`config.mk`:
```
export PLATFORM = sky130hd
export DESIGN_NAME = gf2_poly_div_24bit
export DESIGN_NICKNAME = d
export VERILOG_FILES = /design/src/rtl/gf2_poly_div_24bit_pkg.sv /design/src/rtl/gf2_poly_div_24bit_deg_enc.sv /design/src/rtl/gf2_poly_div_24bit.sv
export SDC_FILE = /design/constraint.sdc
export NUM_CORES = 1
export LEC_CHECK = 0
export ABC_AREA = 1
export CAP_MARGIN = 10
export CELL_PAD_IN_SITES_DETAIL_PLACEMENT = 0
export CELL_PAD_IN_SITES_GLOBAL_PLACEMENT = 1
export CORE_UTILIZATION = 40
export CTS_CLUSTER_SIZE = 20
export DETAILED_ROUTE_END_ITERATION = 7
export PLACE_DENSITY = 0.88
export SYNTH_ARGS = -nofsm -noshare
export SYNTH_HDL_FRONTEND = slang
export SYNTH_SLANG_ARGS = --single-unit
```
`constraint.sdc`:
```
create_clock -name clk -period 4.2 [get_ports clk]
set_input_delay 0.84 -clock clk [delete_from_list [all_inputs] [get_ports clk]]
set_output_delay 0.84 -clock clk [all_outputs]
set_load 0.02 [all_outputs]
```
`src/rtl/gf2_poly_div_24bit_pkg.sv`:
```
// ---------------------------------------------------------------------------
// gf2_pkg
// Shared constants and types for the GF(2)[x] division/inversion family.
//   N_DEF  : default divisor width (matches the OKA_24bit multiplier operand)
//   DVD_W  : dividend / quotient width, 2N-1 (an OKA product)
//   REM_W  : remainder width, N-1
//   PTR_W  : width of the bit pointer that walks the dividend
//   DEG_W  : width of a divisor degree value
//   gf2_state_t : IDLE / RUN / DONE controller state
// ---------------------------------------------------------------------------
package gf2_pkg;

    localparam int N_DEF = 24;
    localparam int DVD_W = 2 * N_DEF - 1;
    localparam int REM_W = N_DEF - 1;
    localparam int PTR_W = $clog2(DVD_W);
    localparam int DEG_W = $clog2(N_DEF);

    typedef enum logic [1:0] {
        IDLE = 2'd0,
        RUN  = 2'd1,
        DONE = 2'd2
    } gf2_state_t;

endpackage

```
`src/rtl/gf2_poly_div_24bit_deg_enc.sv`:
```
// ---------------------------------------------------------------------------
// gf2_deg_enc
// Leading-one detector: reports the degree of a GF(2) polynomial.
//   i_poly : W-bit polynomial, bit i = coefficient of x^i
//   o_deg  : index of the highest set bit (0 when i_poly == 0)
//   o_zero : 1 when i_poly is the zero polynomial
// Purely combinational; also intended for the inverse/GCD blocks.
// ---------------------------------------------------------------------------
module gf2_deg_enc
    import gf2_pkg::*;
#(
    parameter int W     = N_DEF,
    parameter int DEG_W = $clog2(W)
) (
    input  logic [W-1:0]     i_poly,
    output logic [DEG_W-1:0] o_deg,
    output logic             o_zero
);

    // Ascending scan: the last hit is the highest set bit.
    always_comb begin
        o_deg = '0;
        for (int i = 0; i < W; i++) begin
            if (i_poly[i]) begin
                o_deg = DEG_W'(i);
            end
        end
    end

    assign o_zero = ~|i_poly;

endmodule

```
`src/rtl/gf2_poly_div_24bit.sv`:
```
// ---------------------------------------------------------------------------
// gf2_poly_div_24bit
// Bit-serial carry-less (GF(2)[x]) long divider. Inverse of the OKA
// carry-less multipliers: dividend (2N-1 bits) / divisor (N bits).
//
// Ports
//   clk, rst     : clock, synchronous active-high reset
//   in_valid     : request valid (producer holds it until in_ready)
//   in_ready     : divider idle and able to accept a request
//   dividend     : 2N-1 bit dividend, bit i = coeff of x^i
//   divisor      : N bit divisor
//   out_valid    : result valid, held until out_ready
//   out_ready    : consumer accepts the result
//   quotient     : 2N-1 bit carry-less quotient
//   remainder    : N-1 bit carry-less remainder, deg < deg(divisor)
//   div_by_zero  : divisor was zero (qualified by out_valid)
//
// Operation: the divisor is left-aligned under the top dividend bit, then
// one quotient bit is produced per cycle while the aligned divisor slides
// right. RUN takes 2N-1-deg(divisor) cycles; a zero divisor skips RUN.
// ---------------------------------------------------------------------------
module gf2_poly_div_24bit
    import gf2_pkg::*;
#(
    parameter int N = N_DEF
) (
    input  logic           clk,
    input  logic           rst,
    input  logic           in_valid,
    output logic           in_ready,
    input  logic [2*N-2:0] dividend,
    input  logic [N-1:0]   divisor,
    output logic           out_valid,
    input  logic           out_ready,
    output logic [2*N-2:0] quotient,
    output logic [N-2:0]   remainder,
    output logic           div_by_zero
);

    localparam int DW = 2 * N - 1;
    localparam int RW = N - 1;
    localparam int PW = $clog2(DW);
    localparam int GW = $clog2(N);

    gf2_state_t      r_state;
    logic [DW-1:0]   r_w;      // working dividend / partial remainder
    logic [DW-1:0]   r_d;      // aligned divisor
    logic [DW-1:0]   r_q;      // quotient shift register
    logic [PW-1:0]   r_p;      // dividend bit currently being cleared
    logic [GW-1:0]   r_deg;    // degree of the captured divisor

    logic [GW-1:0]   w_deg;
    logic            w_zero;
    logic            w_accept;
    logic [DW-1:0]   w_d_init;
    logic            w_bit;
    logic [DW-1:0]   w_w_next;
    logic [DW-1:0]   w_q_next;
    logic            w_last;

    gf2_deg_enc #(
        .W     (N),
        .DEG_W (GW)
    ) u_deg_enc (
        .i_poly (divisor),
        .o_deg  (w_deg),
        .o_zero (w_zero)
    );

    assign in_ready = (r_state == IDLE) && !rst;
    assign w_accept = in_valid && in_ready;

    // Shift the divisor so its leading one sits on the top dividend bit.
    assign w_d_init = DW'(divisor) << (PW'(DW - 1) - PW'(w_deg));

    // One long-division step: the bit under the divisor's leading one
    // becomes the next quotient bit and, if set, is cancelled by XOR.
    assign w_bit    = r_w[r_p];
    assign w_w_next = w_bit ? (r_w ^ r_d) : r_w;
    assign w_q_next = {r_q[DW-2:0], w_bit};
    assign w_last   = (r_p == PW'(r_deg));

    always_ff @(posedge clk) begin
        if (rst) begin
            r_state     <= IDLE;
            r_w         <= '0;
            r_d         <= '0;
            r_q         <= '0;
            r_p         <= '0;
            r_deg       <= '0;
            out_valid   <= 1'b0;
            quotient    <= '0;
            remainder   <= '0;
            div_by_zero <= 1'b0;
        end else begin
            case (r_state)
                IDLE: begin
                    if (w_accept) begin
                        r_w         <= dividend;
                        r_d         <= w_d_init;
                        r_p         <= PW'(DW - 1);
                        r_q         <= '0;
                        r_deg       <= w_deg;
                        div_by_zero <= w_zero;
                        if (w_zero) begin
                            quotient  <= '0;
                            remainder <= '0;
                            out_valid <= 1'b1;
                            r_state   <= DONE;
                        end else begin
                            r_state <= RUN;
                        end
                    end
                end

                RUN: begin
                    r_q <= w_q_next;
                    r_w <= w_w_next;
                    r_d <= r_d >> 1;
                    r_p <= r_p - PW'(1);
                    if (w_last) begin
                        // Every bit at or above deg(divisor) has been cancelled.
                        assert ((w_w_next >> r_deg) == '0);
                        quotient  <= w_q_next;
                        remainder <= w_w_next[RW-1:0];
                        out_valid <= 1'b1;
                        r_state   <= DONE;
                    end
                end

                DONE: begin
                    if (out_ready) begin
                        out_valid <= 1'b0;
                        r_state   <= IDLE;
                    end
                end

                default: begin
                    r_state <= IDLE;
                end
            endcase
        end
    end

endmodule

```
Word level (Yosys, flattened, before mapping). Cells that the tools add are included.

Flip-flop bits (word level): 225. Output and inout port bits: 73.

Add/subtract/negate cells: 2. $lt $le $gt $ge: 1. Equality and inequality tests: 8. Shifts and indexed selects: 1. Muxes and demuxes: 52. Bitwise logic cells: 1. Reduce and logical (&&, ||, !) cells: 14.

Operators by type and width (count): 47-bit two-way mux (6); 47-bit case mux with 2 select lines (3); 46-bit case mux with 2 select lines (1); 23-bit two-way mux (3); 24-bit by 6-bit left shift with 47-bit output (1); 47-bit XOR (1); 46-bit two-way mux (1); 23-bit case mux with 2 select lines (1); 5-bit two-way mux (8); 4-bit two-way mux (8); 24-bit OR reduction (1); 2-bit two-way mux (6); 3-bit two-way mux (4); 6-bit case mux with 2 select lines (1); 2-bit inequality test, second input constant (5); 6-bit by 7-bit less-than comparator with 1-bit output, second input constant (1); 1-bit binary-select mux with 6-bit select (1); 6-bit by 5-bit == test with 1-bit output (1); 1-bit two-way mux (6); 6-bit two-way mux (1); 2-bit case mux with 3 select lines (1); 3-bit AND reduction (2); 6-bit by 1-bit subtractor with 6-bit output, second input constant (1); 6-bit by 5-bit subtractor with 6-bit output, first input constant (1); other kinds (11) (14).

Depth between registers and ports, before layout.
Depth after elaboration: 27. Mapped depth: 32. Depth with buffers taken out: 31.

Modules after synthesis. Synthesis repeated with hierarchy kept, for this count alone.

Cells, all modules: 1762. Area, all modules: 11892.7 um2.

By module, submodules not included: gf2_poly_div_24bit (instances 1, cells each 1689, area an instance 11597.4 um2, seq. area each 4504.3 um2); gf2_deg_enc (instances 1, cells each 73, area an instance 295.3 um2, seq. area each 0.0 um2).

Worst setup path before layout. OpenSTA, ideal clock, no wires.

Kind: input to register. From: input port divisor[2]. To: register r_d[41]. Arrival time: 3.352 ns. Required time: 4.091 ns. Path slack: 0.739 ns. Stages on the path: 32. Path buffers: 2. Cell sequence: inv_2 nand2_1 nand2_1 nand2_1 nand2_1 nand2_1 nand2_1 nand2_1 nand2_1 nand2_1 nand2_1 nand2_1 nand2_1 nand2_1 nand2_1 nand2_1 nand2_1 nand2_1 nand2_1 nand2_2 a21boi_0 ha_1 inv_1 clkbuf_1 clkbuf_1 nand3_1 nand3_1 nand3_1 nand3_1 nand3_1 nand2_1 inv_1.

Cells in the longest elaborated chain, start to end: 26.

Ends and longest elaborated chain: start: declaration (RTL line gf2_poly_div_24bit.sv:32) `input logic [N-1:0] divisor,`; 2-bit two-way mux (2 in series) (RTL line gf2_poly_div_24bit_deg_enc.sv:24) `if (i_poly[i]) begin`; 3-bit two-way mux (4 in series) (RTL line gf2_poly_div_24bit_deg_enc.sv:24); 4-bit two-way mux (8 in series) (RTL line gf2_poly_div_24bit_deg_enc.sv:24); 5-bit two-way mux (8 in series) (RTL line gf2_poly_div_24bit_deg_enc.sv:24); net u_deg_enc.o_deg[0] (RTL line gf2_poly_div_24bit_deg_enc.sv:16) `output logic [DEG_W-1:0] o_deg,`; 6-bit by 5-bit subtractor with 6-bit output (RTL line gf2_poly_div_24bit.sv:74) `assign w_d_init = DW'(divisor) << (PW'(DW - 1) - PW'(w_deg));`; 24-bit by 6-bit left shift with 47-bit output (RTL line gf2_poly_div_24bit.sv:74); 47-bit two-way mux (RTL line gf2_poly_div_24bit.sv:98) `if (w_accept) begin`; 47-bit case mux with 2 select lines (RTL line gf2_poly_div_24bit.sv:96) `case (r_state)`; end signal: assignment (RTL line gf2_poly_div_24bit.sv:100) `r_d <= w_d_init;`; end signal: assignment (RTL line gf2_poly_div_24bit.sv:119) `r_d <= r_d >> 1;`; end: declaration (RTL line gf2_poly_div_24bit.sv:47) `logic [DW-1:0] r_d;`.

The timed path passes the listed nets, and every way through them passes these cells. The select of a mux whose other input is x is not followed. A chain may end at the register's enable or synchronous reset.

Worst setup path in the final report.
From: input port divisor[2]. To: register r_d[10].

The elaborated chain is that of the path after synthesis.

==> results.json <==
{
  "status": "complete, no violations",
  "yosys.area.top_type": "dfxtp_1",
  "core_area_sq_mm": 0.0278,
  "hp-class": "reg2reg",
  "grt_pass1_wl_um": 57600,
  "syn_area_sq_mm": 0.0113,
  "end_kind": "flip-flop",
  "route.detailed.drc": 0,
  "crit_fanout": 18,
  "synthCells": 1650,
  "dpl_cell_area_sq_mm": 0.0132,
  "die_h_um": 170,
  "port-buffer-count": 147,
  "cp_slowest_cell": "a31oi_1",
  "grt-ovfl-total": 0,
  "fin_crit_sh_pct": 91.3,
  "postLayoutCellArea_sq_mm": 0.0140,
  "final_max_slew_viol_count": 0,
  "irDropWorstVdd_mv": 0.227,
  "synth-seq-cells": 225,
  "drt-initial-drc-count": 1008,
  "p_leak_nw": 5.22,
  "yosysWarnings": 0,
  "syn_area_per_cell_sq_um": 6.84,
  "clk_latency_ns": 0.53,
  "cpPeakStageDelay_ns": 0.59,
  "cap_violations": 0,
  "io_pins": 148,
  "synth_top_flop_cell": "dfxtp_1",
  "fp-row-count": 61,
  "avgRoutedWirePerCell_um": 16.9,
  "ant_nets": 0,
  "ys_top_cells_by_area": "dfxtp_1, nand3_1, nand2_1",
  "critPathMostFrequentCell": "nand2_1",
  "initial_utilization_pct": 40.6,
  "drt_first_pass_iters": 5,
  "cts_max_level": 1,
  "synth_edf_count": 0,
  "syn2layout_area_growth_pct": 24.0,
  "clk_pin_slew_ns": 0.06,
  "post_cts_resized": 0,
  "cts_max_path_buffers": 3,
  "cts_buffers": 25,
  "syn-num-nets": 1727,
  "hold_buffers": 0,
  "slew_headroom_pct": 43.2,
  "fillCellCount": 2805,
  "cts_tree": "done",
  "final_util_pct": 50.4,
  "finalHoldViolations": 0,
  "critical_path_arrival_ns": 4.28,
  "setup_viol": 0,
  "rsz0062_at_grt": "false",
  "ys_seq_area_share_pct": 39.9,
  "fin_crit_ns": 3.83,
  "final_cell_mix": "nand2_1, nand3_1, dfxtp_1",
  "post_cts_buffers": 0,
  "nets": 1829,
  "async_flop_share_pct": 0,
  "cts_root_buf": "clkbuf_16",
  "cp.required_ns": 4.64,
  "grt_max_degree": 86,
  "grtUsageTotal_pct": 24.8,
  "chipWidth_um": 170,
  "tightest_slew_ns": 0.852,
  "cts.sinks": 225,
  "worst_slack_ns": 0.365,
  "place_ws_ns": -0.128,
  "gp_congestion": 1.01,
  "drive_gt1_share_pct": 6.44,
  "diodes": 0,
  "max_freq_mhz": 261,
  "dr_total_vias": 11801,
  "clock_skew_ns": 0.0165,
  "synth.distinct_cells": 41,
  "via_per_inst": 5.49,
  "final_common_cell": "nand2_1",
  "antenna_found_initial": 0,
  "finalPower_mw": 5.72,
  "die_area_sq_mm": 0.0289,
  "powerDensity_mw_per_mm2": 409,
  "grt_pass1_vias": 10444,
  "drt_wl_total_um": 36200,
  "dp.final_hpwl_um": 25600,
  "worstSetupStartpointType": "input pin",
  "worst-setup-path-type": "in2reg",
  "synth_top_area_share_pct": 39.9
}
[worst max-delay path, delay by kind of cell]
| family | cells | cell delay (ns) |
|---|---|---|
| adders and majority gates | 1 | 0.24 |
| AOI/OAI and AO/OA | 3 | 0.92 |
| buffers and inverters | 4 | 0.91 |
| and+or+nand+nor | 21 | 1.35 |
[synthesized netlist by cell type, types with 2 or more instances]
cell and count:
nand2_1 372, nand3_1 300, dfxtp_1 225, a21oi_1 189, inv_1 120, o21ai_0 94, clkbuf_1 89, a31oi_1 50
nor2_1 45, o22ai_1 30, xor2_1 26, o221ai_1 16, buf_2 13, buf_1 12, nand4_1 7, o211ai_1 7
o21bai_1 7, nand3b_1 6, inv_2 5, buf_4 4, buf_6 3, nor4_1 3, a21boi_0 2, a221oi_1 2
ha_1 2, nand2_2 2, nand2_4 2, o21ai_1 2, o31ai_1 2, or2_2 2
[power breakdown]
part / switching, mW / internal (mW)
sequential: 0.106 / 2.24
combinational: 0.775 / 0.402
clock: 0.910 / 1.29
total: 1.79 / 3.93
[cells by family after synthesis]
logic type,after synthesis,synth area share [%]
AND/OR/NAND/NOR,745,29.0
AO/OA/AOI/OAI,404,19.9
buffers and inverters,247,8.69
flip-flops,225,39.9
XOR/XNOR,27,2.26
adder cells (fa/ha/maj),2,0.222
[path summary, 6_finish.rpt]
kind | startpoint | end | slack, ns | depth (start not counted)
worst min register to register | quotient[19]$_SDFFE_PP0P_ | quotient[19]$_SDFFE_PP0P_ | 0.46 | 2
worst max-delay path | divisor[2] | r_d[10]$_SDFFE_PP0P_ | 0.37 | 29
worst min-delay path | quotient[19]$_SDFFE_PP0P_ | quotient[19]$_SDFFE_PP0P_ | 0.46 | 2
worst max register to register | r_p[0]$_SDFFE_PP0P_ | r_w[43]$_SDFFE_PP0P_ | 0.66 | 14
[final cells by class]
type,count,area (sq um),share of cell area (%)
Timing Repair Buffer,196,1900,13.6
Tap cell,378,473,3.38
Sequential cell,225,4500,32.2
Clock inverter,15,138,0.983
Inverter,126,473,3.38
Clock buffer,31,688,4.92
Multi-Input combinational cell,1178,5820,41.6
[routing by layer]
metal	track usage, %	part of all wire (%)	vias to the layer above
met5	0	0	-
met1	36.0	47	5533
met4	7.40	2.7	0
met2	37.7	44	372
li1	-	-	5833
met3	3.47	6.0	63
[sequential cells by signal (all words and copies together) (netlist names)]
name         cells
r_p              6
out_valid        1
quotient        47
r_q             46
r_w             47
r_state          2
div_by_zero      1
r_d             47
remainder       23
r_deg            5
[through the flow]
step / hold slack (ns) / std cells / setup TNS, ns
global placement: 0.451 / 2103 / -1.89
floorplan: 0.441 / 1650 / 0
detailed placement: 0.451 / 2103 / -0.918
global route: 0.477 / 2149 / 0
CTS: 0.461 / 2149 / 0
finish: 0.460 / 2149 / 0
(Power assumes the default switching activity.)
